==> config.mk <==
export PLATFORM = sky130hd
export DESIGN_NAME = fetch_prefetch_unit_flat
export DESIGN_NICKNAME = d
export VERILOG_FILES = /design/src/rtl/fetch_prefetch_unit_pkg.sv /design/src/rtl/fetch_prefetch_unit_if.sv /design/src/rtl/fetch_prefetch_unit_queue.sv /design/src/rtl/fetch_prefetch_unit.sv /design/src/flat_wrapper.sv
export SDC_FILE = /design/constraint.sdc
export NUM_CORES = 1
export LEC_CHECK = 0
export ABC_AREA = 1
export CORE_MARGIN = 2
export CORE_UTILIZATION = 25
export CTS_BUF_LIST = sky130_fd_sc_hd__clkbuf_8
export DETAILED_ROUTE_END_ITERATION = 10
export PLACE_DENSITY = 0.5
export SLEW_MARGIN = 10
export SYNTH_ARGS = -nofsm -noshare
export SYNTH_HDL_FRONTEND = slang
export SYNTH_SLANG_ARGS = --single-unit
==> constraint.sdc <==
create_clock -name clk -period 3.25 [get_ports clk]
set_input_delay 0.325 -clock clk [delete_from_list [all_inputs] [get_ports clk]]
set_output_delay 0.325 -clock clk [all_outputs]
set_load 0.005 [all_outputs]
==> src/rtl/fetch_prefetch_unit_pkg.sv <==
// Shared constants for the instruction fetch front-end.
package fetch_prefetch_unit_pkg;

    // Byte distance between consecutive instruction words.
    localparam int unsigned PC_STEP = 4;

    // Instruction word that stops sequential fetch and raises halt once consumed.
    localparam logic [31:0] HALT_WORD = 32'h0000_0000;

    // Default first fetch address after reset.
    localparam logic [31:0] RESET_PC_DEFAULT = 32'h0000_0000;

endpackage

==> src/rtl/fetch_prefetch_unit_if.sv <==
// Bus bundle between the fetch unit, the instruction memory and the core.
// Names keep their i_/o_ prefixes as seen from the fetch unit.
interface fetch_prefetch_unit_if #(
    parameter int WIDTH = 32
);
    logic             i_redirect;
    logic [WIDTH-1:0] i_redirect_pc;

    logic             o_imem_req;
    logic [WIDTH-1:0] o_imem_addr;
    logic             i_imem_gnt;
    logic             i_imem_rvalid;
    logic [WIDTH-1:0] i_imem_rdata;

    logic             o_inst_valid;
    logic [WIDTH-1:0] o_inst;
    logic [WIDTH-1:0] o_inst_pc;
    logic             i_inst_ready;
    logic             o_halt;

    // Fetch unit side.
    modport master (
        input  i_redirect, i_redirect_pc,
        output o_imem_req, o_imem_addr,
        input  i_imem_gnt, i_imem_rvalid, i_imem_rdata,
        output o_inst_valid, o_inst, o_inst_pc,
        input  i_inst_ready,
        output o_halt
    );

    // Memory / core / branch unit side.
    modport slave (
        output i_redirect, i_redirect_pc,
        input  o_imem_req, o_imem_addr,
        output i_imem_gnt, i_imem_rvalid, i_imem_rdata,
        input  o_inst_valid, o_inst, o_inst_pc,
        output i_inst_ready,
        input  o_halt
    );

endinterface

==> src/rtl/fetch_prefetch_unit_queue.sv <==
// In-order queue of {pc, inst} entries. Head is read straight from storage,
// so a pushed entry becomes visible the cycle after the push. Flush wins
// over push and pop in the same cycle.
module fetch_queue #(
    parameter  int DATA_W = 64,
    parameter  int DEPTH  = 4,
    localparam int PW     = $clog2(DEPTH),
    localparam int CW     = $clog2(DEPTH) + 1
) (
    input  logic              clk,
    input  logic              a_reset_n,
    input  logic              push,
    input  logic [DATA_W-1:0] push_data,
    input  logic              pop,
    input  logic              flush,
    output logic [DATA_W-1:0] head_data,
    output logic [CW-1:0]     count,
    output logic              empty,
    output logic              full
);

    logic [DATA_W-1:0] mem [DEPTH];
    logic [PW-1:0]     wr_ptr;
    logic [PW-1:0]     rd_ptr;
    logic              do_pop;
    logic              do_push;

    assign empty     = (count == '0);
    assign full      = (count == CW'(DEPTH));
    assign do_pop    = pop & ~empty;
    assign do_push   = push & (~full | do_pop);
    assign head_data = mem[rd_ptr];

    // Entry storage; cleared on reset so the head reads as zero.
    always_ff @(posedge clk or negedge a_reset_n) begin
        if (!a_reset_n) begin
            for (int i = 0; i < DEPTH; i++) begin
                mem[i] <= '0;
            end
        end else if (do_push && !flush) begin
            mem[wr_ptr] <= push_data;
        end
    end

    // Pointers wrap naturally at DEPTH; count tracks occupancy.
    always_ff @(posedge clk or negedge a_reset_n) begin
        if (!a_reset_n) begin
            wr_ptr <= '0;
            rd_ptr <= '0;
            count  <= '0;
        end else if (flush) begin
            wr_ptr <= '0;
            rd_ptr <= '0;
            count  <= '0;
        end else begin
            if (do_push) begin
                wr_ptr <= wr_ptr + PW'(1);
            end
            if (do_pop) begin
                rd_ptr <= rd_ptr + PW'(1);
            end
            count <= count + CW'(do_push) - CW'(do_pop);
        end
    end

endmodule

==> src/rtl/fetch_prefetch_unit.sv <==
// Instruction fetch front-end: issues sequential word fetches under a
// credit limit, queues returned words with their PCs, handles redirects by
// flushing and discarding stale responses, and stops at the halt word.
module fetch_prefetch_unit
    import fetch_prefetch_unit_pkg::*;
#(
    parameter int               WIDTH    = 32,
    parameter int               DEPTH    = 4,
    parameter int               MAX_OUT  = 2,
    parameter logic [WIDTH-1:0] RESET_PC = WIDTH'(RESET_PC_DEFAULT)
) (
    input logic                   clk,
    input logic                   a_reset_n,
    fetch_prefetch_unit_if.master bus
);

    localparam int OW = $clog2(MAX_OUT) + 1;
    localparam int DW = $clog2(MAX_OUT) + 2;
    localparam int CW = $clog2(DEPTH) + 1;
    localparam int SW = CW + OW;

    logic [WIDTH-1:0]   fetch_pc;
    logic [WIDTH-1:0]   resp_pc;
    logic [OW-1:0]      outstanding;
    logic [DW-1:0]      discard;
    logic               fetch_stop;
    logic               halt_q;

    logic [2*WIDTH-1:0] q_head;
    logic [CW-1:0]      q_count;
    logic               q_empty;
    logic               q_full;

    logic               redirect_en;
    logic               credit_ok;
    logic               issue;
    logic               rsp_drop;
    logic               rsp_keep;
    logic               push;
    logic               pop;

    // Redirects are ignored once halted.
    assign redirect_en = bus.i_redirect & ~halt_q;

    // A response only takes a queue slot if every in-flight request and
    // every queued entry fit in the queue together.
    assign credit_ok = ~q_full & (outstanding < OW'(MAX_OUT))
                     & ((SW'(q_count) + SW'(outstanding)) < SW'(DEPTH));

    assign bus.o_imem_req  = a_reset_n & ~fetch_stop & ~halt_q & ~bus.i_redirect & credit_ok;
    assign bus.o_imem_addr = fetch_pc;
    assign issue           = bus.o_imem_req & bus.i_imem_gnt;

    // Responses are dropped while stale ones are still owed; a response
    // landing in a redirect cycle is stale as well, so it is not pushed.
    assign rsp_drop = bus.i_imem_rvalid & (discard != '0);
    assign rsp_keep = bus.i_imem_rvalid & (discard == '0);
    assign push     = rsp_keep & ~redirect_en;
    assign pop      = bus.o_inst_valid & bus.i_inst_ready & ~redirect_en;

    fetch_queue #(
        .DATA_W (2 * WIDTH),
        .DEPTH  (DEPTH)
    ) u_queue (
        .clk       (clk),
        .a_reset_n (a_reset_n),
        .push      (push),
        .push_data ({resp_pc, bus.i_imem_rdata}),
        .pop       (pop),
        .flush     (redirect_en),
        .head_data (q_head),
        .count     (q_count),
        .empty     (q_empty),
        .full      (q_full)
    );

    assign bus.o_inst_valid = ~q_empty;
    assign bus.o_inst       = q_head[WIDTH-1:0];
    assign bus.o_inst_pc    = q_head[2*WIDTH-1:WIDTH];
    assign bus.o_halt       = halt_q;

    // Fetch/response PCs and the in-flight bookkeeping. On redirect, every
    // request not yet answered after this cycle becomes a response to drop.
    always_ff @(posedge clk or negedge a_reset_n) begin
        if (!a_reset_n) begin
            fetch_pc    <= RESET_PC;
            resp_pc     <= RESET_PC;
            outstanding <= '0;
            discard     <= '0;
            fetch_stop  <= 1'b0;
        end else if (redirect_en) begin
            fetch_pc    <= bus.i_redirect_pc;
            resp_pc     <= bus.i_redirect_pc;
            outstanding <= '0;
            discard     <= discard - DW'(rsp_drop) + DW'(outstanding) - DW'(rsp_keep);
            fetch_stop  <= 1'b0;
        end else begin
            if (issue) begin
                fetch_pc <= fetch_pc + WIDTH'(PC_STEP);
            end
            if (push) begin
                resp_pc <= resp_pc + WIDTH'(PC_STEP);
            end
            outstanding <= outstanding + OW'(issue) - OW'(rsp_keep);
            discard     <= discard - DW'(rsp_drop);
            if (push && (bus.i_imem_rdata == WIDTH'(HALT_WORD))) begin
                fetch_stop <= 1'b1;
            end
        end
    end

    // Sticky halt once the core consumes the halt word.
    always_ff @(posedge clk or negedge a_reset_n) begin
        if (!a_reset_n) begin
            halt_q <= 1'b0;
        end else if (pop && (bus.o_inst == WIDTH'(HALT_WORD))) begin
            halt_q <= 1'b1;
        end
    end

endmodule
==> src/flat_wrapper.sv <==
// flat-port wrapper written by rule: the top's interface ports become plain ports
module fetch_prefetch_unit_flat import fetch_prefetch_unit_pkg::*;
#(
    parameter int               WIDTH    = 32,
    parameter int               DEPTH    = 4,
    parameter int               MAX_OUT  = 2,
    parameter logic [WIDTH-1:0] RESET_PC = WIDTH'(RESET_PC_DEFAULT)
)
  (clk, a_reset_n, bus_i_redirect, bus_i_redirect_pc, bus_o_imem_req, bus_o_imem_addr, bus_i_imem_gnt, bus_i_imem_rvalid, bus_i_imem_rdata, bus_o_inst_valid, bus_o_inst, bus_o_inst_pc, bus_i_inst_ready, bus_o_halt);
  fetch_prefetch_unit_if #(.WIDTH(WIDTH)) bus_i ();
  input logic clk;
  input logic a_reset_n;
  input wire logic [$bits(bus_i.i_redirect)-1:0] bus_i_redirect;
  input wire logic [$bits(bus_i.i_redirect_pc)-1:0] bus_i_redirect_pc;
  output wire logic [$bits(bus_i.o_imem_req)-1:0] bus_o_imem_req;
  output wire logic [$bits(bus_i.o_imem_addr)-1:0] bus_o_imem_addr;
  input wire logic [$bits(bus_i.i_imem_gnt)-1:0] bus_i_imem_gnt;
  input wire logic [$bits(bus_i.i_imem_rvalid)-1:0] bus_i_imem_rvalid;
  input wire logic [$bits(bus_i.i_imem_rdata)-1:0] bus_i_imem_rdata;
  output wire logic [$bits(bus_i.o_inst_valid)-1:0] bus_o_inst_valid;
  output wire logic [$bits(bus_i.o_inst)-1:0] bus_o_inst;
  output wire logic [$bits(bus_i.o_inst_pc)-1:0] bus_o_inst_pc;
  input wire logic [$bits(bus_i.i_inst_ready)-1:0] bus_i_inst_ready;
  output wire logic [$bits(bus_i.o_halt)-1:0] bus_o_halt;
  assign bus_i.i_redirect = bus_i_redirect;
  assign bus_i.i_redirect_pc = bus_i_redirect_pc;
  assign bus_o_imem_req = bus_i.o_imem_req;
  assign bus_o_imem_addr = bus_i.o_imem_addr;
  assign bus_i.i_imem_gnt = bus_i_imem_gnt;
  assign bus_i.i_imem_rvalid = bus_i_imem_rvalid;
  assign bus_i.i_imem_rdata = bus_i_imem_rdata;
  assign bus_o_inst_valid = bus_i.o_inst_valid;
  assign bus_o_inst = bus_i.o_inst;
  assign bus_o_inst_pc = bus_i.o_inst_pc;
  assign bus_i.i_inst_ready = bus_i_inst_ready;
  assign bus_o_halt = bus_i.o_halt;
  fetch_prefetch_unit #(.WIDTH(WIDTH), .DEPTH(DEPTH), .MAX_OUT(MAX_OUT), .RESET_PC(RESET_PC)) u_core (.clk(clk), .a_reset_n(a_reset_n), .bus(bus_i));
endmodule
==> impl_metrics.prom <==
# TYPE chip_impl_metric gauge
chip_impl_metric{name="finClkSkew",unit="ns"} 0.05214
chip_impl_info{name="critical_path.reg2reg.startpoint",value="u_core.u_queue.rd_ptr[1]"} 1
chip_impl_metric{name="globalplace.congestion",unit=""} 0.8556
chip_impl_info{name="worst_setup_path_start_kind",value="flip-flop"} 1
chip_impl_metric{name="worst_setup_hold_path_clk_slew",unit="ns"} 0.06
chip_impl_metric{name="required",unit="ns"} 2.92
chip_impl_metric{name="synth.net_count",unit=""} 2489
chip_impl_metric{name="report.power.total",unit="mW"} 18.36
chip_impl_metric{name="cts.path.max_buffers",unit=""} 3
chip_impl_info{name="cts_tree",value="done"} 1
chip_impl_metric{name="wl_per_cell",unit="um"} 17.73
chip_impl_metric{name="grt_pass1_wl",unit="mm"} 94.45
chip_impl_metric{name="clkLatencyLatePin",unit="ns"} 0.71
chip_impl_metric{name="count_of_final_setup_violators",unit=""} 0
chip_impl_info{name="cp-end-kind",value="output pin"} 1
chip_impl_metric{name="num-fill-cells",unit=""} 7667
chip_impl_metric{name="dieHeight",unit="um"} 268.6
chip_impl_metric{name="final.period_utilization",unit=""} 0.9494
chip_impl_metric{name="detailedPlacementHpwl",unit="mm"} 38.57
chip_impl_info{name="library_cell_occupying_the_most_area_in_the_post_synthesis_netlist",value="dfrtp_1"} 1
chip_impl_metric{name="grt_remaining_overflow",unit=""} 0
chip_impl_metric{name="seqPwrFrac",unit=""} 0.357
chip_impl_metric{name="power.share.switching",unit=""} 0.4166
chip_impl_metric{name="seq_area_frac_synth",unit=""} 0.4748
chip_impl_metric{name="final_antenna_net_count",unit=""} 0
chip_impl_metric{name="powerDensity",unit="mW/mm^2"} 862.9
chip_impl_metric{name="synth.ff_latch_count",unit=""} 332
chip_impl_metric{name="top_level_ports",unit=""} 169
chip_impl_metric{name="die-width",unit="um"} 268.6
chip_impl_metric{name="final_nets",unit=""} 2596
chip_impl_metric{name="p_clk_frac",unit=""} 0.211
chip_impl_metric{name="routed_wl",unit="mm"} 61.88
chip_impl_info{name="dominantRegCellSynth",value="dfrtp_1"} 1
chip_impl_metric{name="tns",unit="ns"} 0
chip_impl_metric{name="cp_max_fo",unit=""} 30
chip_impl_metric{name="synthCells",unit=""} 2402
chip_impl_metric{name="ctsHtreeMaxLevel",unit=""} 2
chip_impl_metric{name="finalHoldViolations",unit=""} 0
chip_impl_metric{name="reg2reg_setup_slack",unit="ns"} 0.76
chip_impl_metric{name="max-cap-violations",unit=""} 0
chip_impl_metric{name="drt-initial-drc-count",unit=""} 1265
chip_impl_info{name="timing.setup.critical_path_class",value="flip-flop to output pin"} 1
chip_impl_metric{name="dieArea",unit="mm^2"} 0.07213
chip_impl_metric{name="area_delta_synth_final",unit="%"} 21.59
chip_impl_metric{name="post_drt_via_cell_ratio",unit=""} 4.682
chip_impl_metric{name="insertedDiodeCount",unit=""} 0
chip_impl_info{name="clock-root-buffer",value="clkbuf_8"} 1
chip_impl_metric{name="power_report.internal_total",unit="mW"} 10.71
chip_impl_metric{name="synthesis.area_per_instance",unit="um^2"} 7.285
chip_impl_metric{name="finalWorstPathRequiredPeriod",unit="ns"} 3.086
chip_impl_metric{name="detail_route.wirelength.met1",unit="mm"} 28.19
chip_impl_metric{name="synthArstFlopShare",unit=""} 1.000
chip_impl_info{name="holdCritPathClass",value="primary input to flip-flop"} 1
chip_impl_metric{name="dr_wl_met3",unit="mm"} 3.396
chip_impl_metric{name="combinational_power_share",unit=""} 0.431
chip_impl_metric{name="cts_made_buffers",unit=""} 59
chip_impl_info{name="rsz0062_at_grt",value="no"} 1
chip_impl_metric{name="share_of_final_layout_standard_cells_stronger_than_drive_strength_1",unit=""} 0.05841
chip_impl_metric{name="met2_length",unit="mm"} 28.85
chip_impl_metric{name="drc",unit=""} 0
chip_impl_metric{name="relative_slew_margins",unit=""} 0.3931
chip_impl_metric{name="net_switching_power_figure",unit="mW"} 7.649
chip_impl_metric{name="rows",unit=""} 97
chip_impl_info{name="critical_path.startpoint",value="u_core.u_queue.rd_ptr[0]"} 1
chip_impl_metric{name="start_util",unit=""} 0.2512
chip_impl_metric{name="max_clock_freq",unit="MHz"} 324.1
chip_impl_metric{name="max-vdd-ir-drop",unit="uV"} 412.3
chip_impl_metric{name="gr-usage-all-layers",unit=""} 0.1686
chip_impl_metric{name="netlist_area",unit="mm^2"} 0.01750
chip_impl_metric{name="antenna_found_initial",unit=""} 2
chip_impl_metric{name="vias",unit=""} 16350
chip_impl_metric{name="core",unit="mm^2"} 0.06966
chip_impl_metric{name="grt_max_degree",unit=""} 157
chip_impl_metric{name="portbufs",unit=""} 168
chip_impl_metric{name="synth_cell_types",unit=""} 39
chip_impl_metric{name="tightest_slew",unit="ns"} 0.9104
chip_impl_info{name="outcome",value="completed"} 1
chip_impl_metric{name="data_arrival_time_of_the_critical_path",unit="ns"} 2.76
chip_impl_metric{name="static_leakage_power",unit="nW"} 10.12
chip_impl_metric{name="clkSinkCount",unit=""} 332
chip_impl_metric{name="synth_top_area_share",unit=""} 0.4748
chip_impl_info{name="routed.top_layer",value="met5"} 1
chip_impl_metric{name="synth-edff-count",unit=""} 0
chip_impl_info{name="ys_top_cells_by_area",value="dfrtp_1 (47%), nand2_1 (19%), o21ai_0 (5.9%)"} 1
chip_impl_metric{name="final_max_slew_viol_count",unit=""} 0
chip_impl_metric{name="drt_pre_antenna_iters",unit=""} 6
chip_impl_metric{name="first_global_vias",unit=""} 16290
chip_impl_info{name="min_from",value="bus_i_redirect_pc[1]"} 1
chip_impl_metric{name="synth-warning-count",unit=""} 0
chip_impl_metric{name="post_cts.repair.setup_buffers",unit=""} 0
power by group through the flow:
stage / logic (mW) / registers (mW) / clock network (mW)
global placement: 7.85 / 6.54 / 0
global route: 8.85 / 6.74 / 4.19
detailed placement: 7.96 / 6.60 / 0
CTS: 8.00 / 6.53 / 4.02
finish: 7.92 / 6.56 / 3.88
floorplan: 4.57 / 6.12 / 0
stage by stage:
| step | area (um^2) | cells | hold WS, ns | worst slack (ns) | util |
|---|---|---|---|---|---|
| detailed placement | 20090 | 3386 | 0.4645 | 0.4110 | 0.2884 |
| floorplan | 17500 | 2402 | 0.02941 | 0.7961 | - |
| global placement | 20090 | 3386 | 0.4576 | 0.4326 | 0.2884 |
| finish | 21280 | 3491 | 0.1778 | 0.1644 | 0.3054 |
| global route | 21280 | 3491 | 0.1570 | 0.01286 | 0.3054 |
| CTS | 21250 | 3490 | 0.1237 | 0.009375 | 0.3050 |
what timing repair did:
action	4_1_cts	5_1_grt
endpoints found under the hold margin	205	0
cloned	0	1
pin swaps	0	0
gates resized for setup	1	2
hold buffers	1	0
setup endpoints to repair	3	4
cells in the final DEF, fill, tap and decap left out, types with 33 or more instances in the layout:
cell	n
o21ai_1	109
nand3_1	114
clkdlybuf4s50_1	166
inv_1	124
a21oi_1	37
nor2_1	257
nand2_1	889
o21ai_0	205
clkbuf_8	69
o22ai_1	33
dfrtp_1	330
critical path, cell delays in order, from the launching register on:
cell             delay, ns
dfrtp_4               0.56
inv_6                 0.26
buf_4                 0.27
o21ai_0               0.09
o22ai_1               0.31
clkdlybuf4s50_1       0.58
flip-flops by register name, summed over array words and instances (netlist names):
| name | count |
|---|---|
| u_core.bus.o_halt | 1 |
| u_core.bus.o_imem_addr | 31 |
| u_core.discard | 3 |
| u_core.fetch_stop | 1 |
| u_core.outstanding | 2 |
| u_core.resp_pc | 31 |
| u_core.u_queue.count | 3 |
| u_core.u_queue.mem | 256 |
| u_core.u_queue.rd_ptr | 2 |
| u_core.u_queue.wr_ptr | 2 |
cell usage after synthesis, types with 15 or more instances:
| cell type | count |
|---|---|
| o21a_1 | 28 |
| buf_1 | 20 |
| nand3b_1 | 15 |
| o22ai_1 | 33 |
| o21ai_0 | 205 |
| dfrtp_1 | 332 |
| nand2_1 | 889 |
| buf_2 | 63 |
| clkbuf_1 | 72 |
| inv_1 | 107 |
| a21oi_1 | 37 |
| nand3_1 | 114 |
| nor2_1 | 258 |
| ha_1 | 15 |
| o21ai_1 | 109 |
final cells by class:
type,instances,area [um^2],area share
flip-flops and latches,332,8313,0.3907
multi-input cells,1791,8050,0.3783
repair buffers,209,2162,0.1016
well taps,940,1176,0.05527
clock buffers,69,949.7,0.04463
inverters,116,440.4,0.02070
clock inverters,34,186.4,0.008762
routing by layer:
metal | track usage | vias to the layer above
li1 | - | 7937
met1 | 0.2215 | 7837
met2 | 0.2813 | 476
met3 | 0.03050 | 93
met4 | 0.05210 | 2
met5 | 0 | -
worst paths after layout:
check,end,cells past startpoint
min reg2reg,u_core.u_queue.mem[109],2
max,bus_o_inst_pc[20],5
max reg2reg,u_core.bus.o_halt,11
min in group asynchronous,u_core.u_queue.mem[152],3
min,u_core.resp_pc[1],3
max in group asynchronous,u_core.u_queue.mem[248],4
logic make-up (layout without fill, tap and decap cells):
kind of cell	count (synthesis)	after routing	synth area share
buf+inv	279	428	0.06671
compound gates	443	443	0.1369
flops	332	332	0.4748
fa+ha+maj	17	17	0.01301
xor+xnor	15	15	0.007508
simple gates	1316	1316	0.3012
(Power assumes the default switching activity.)
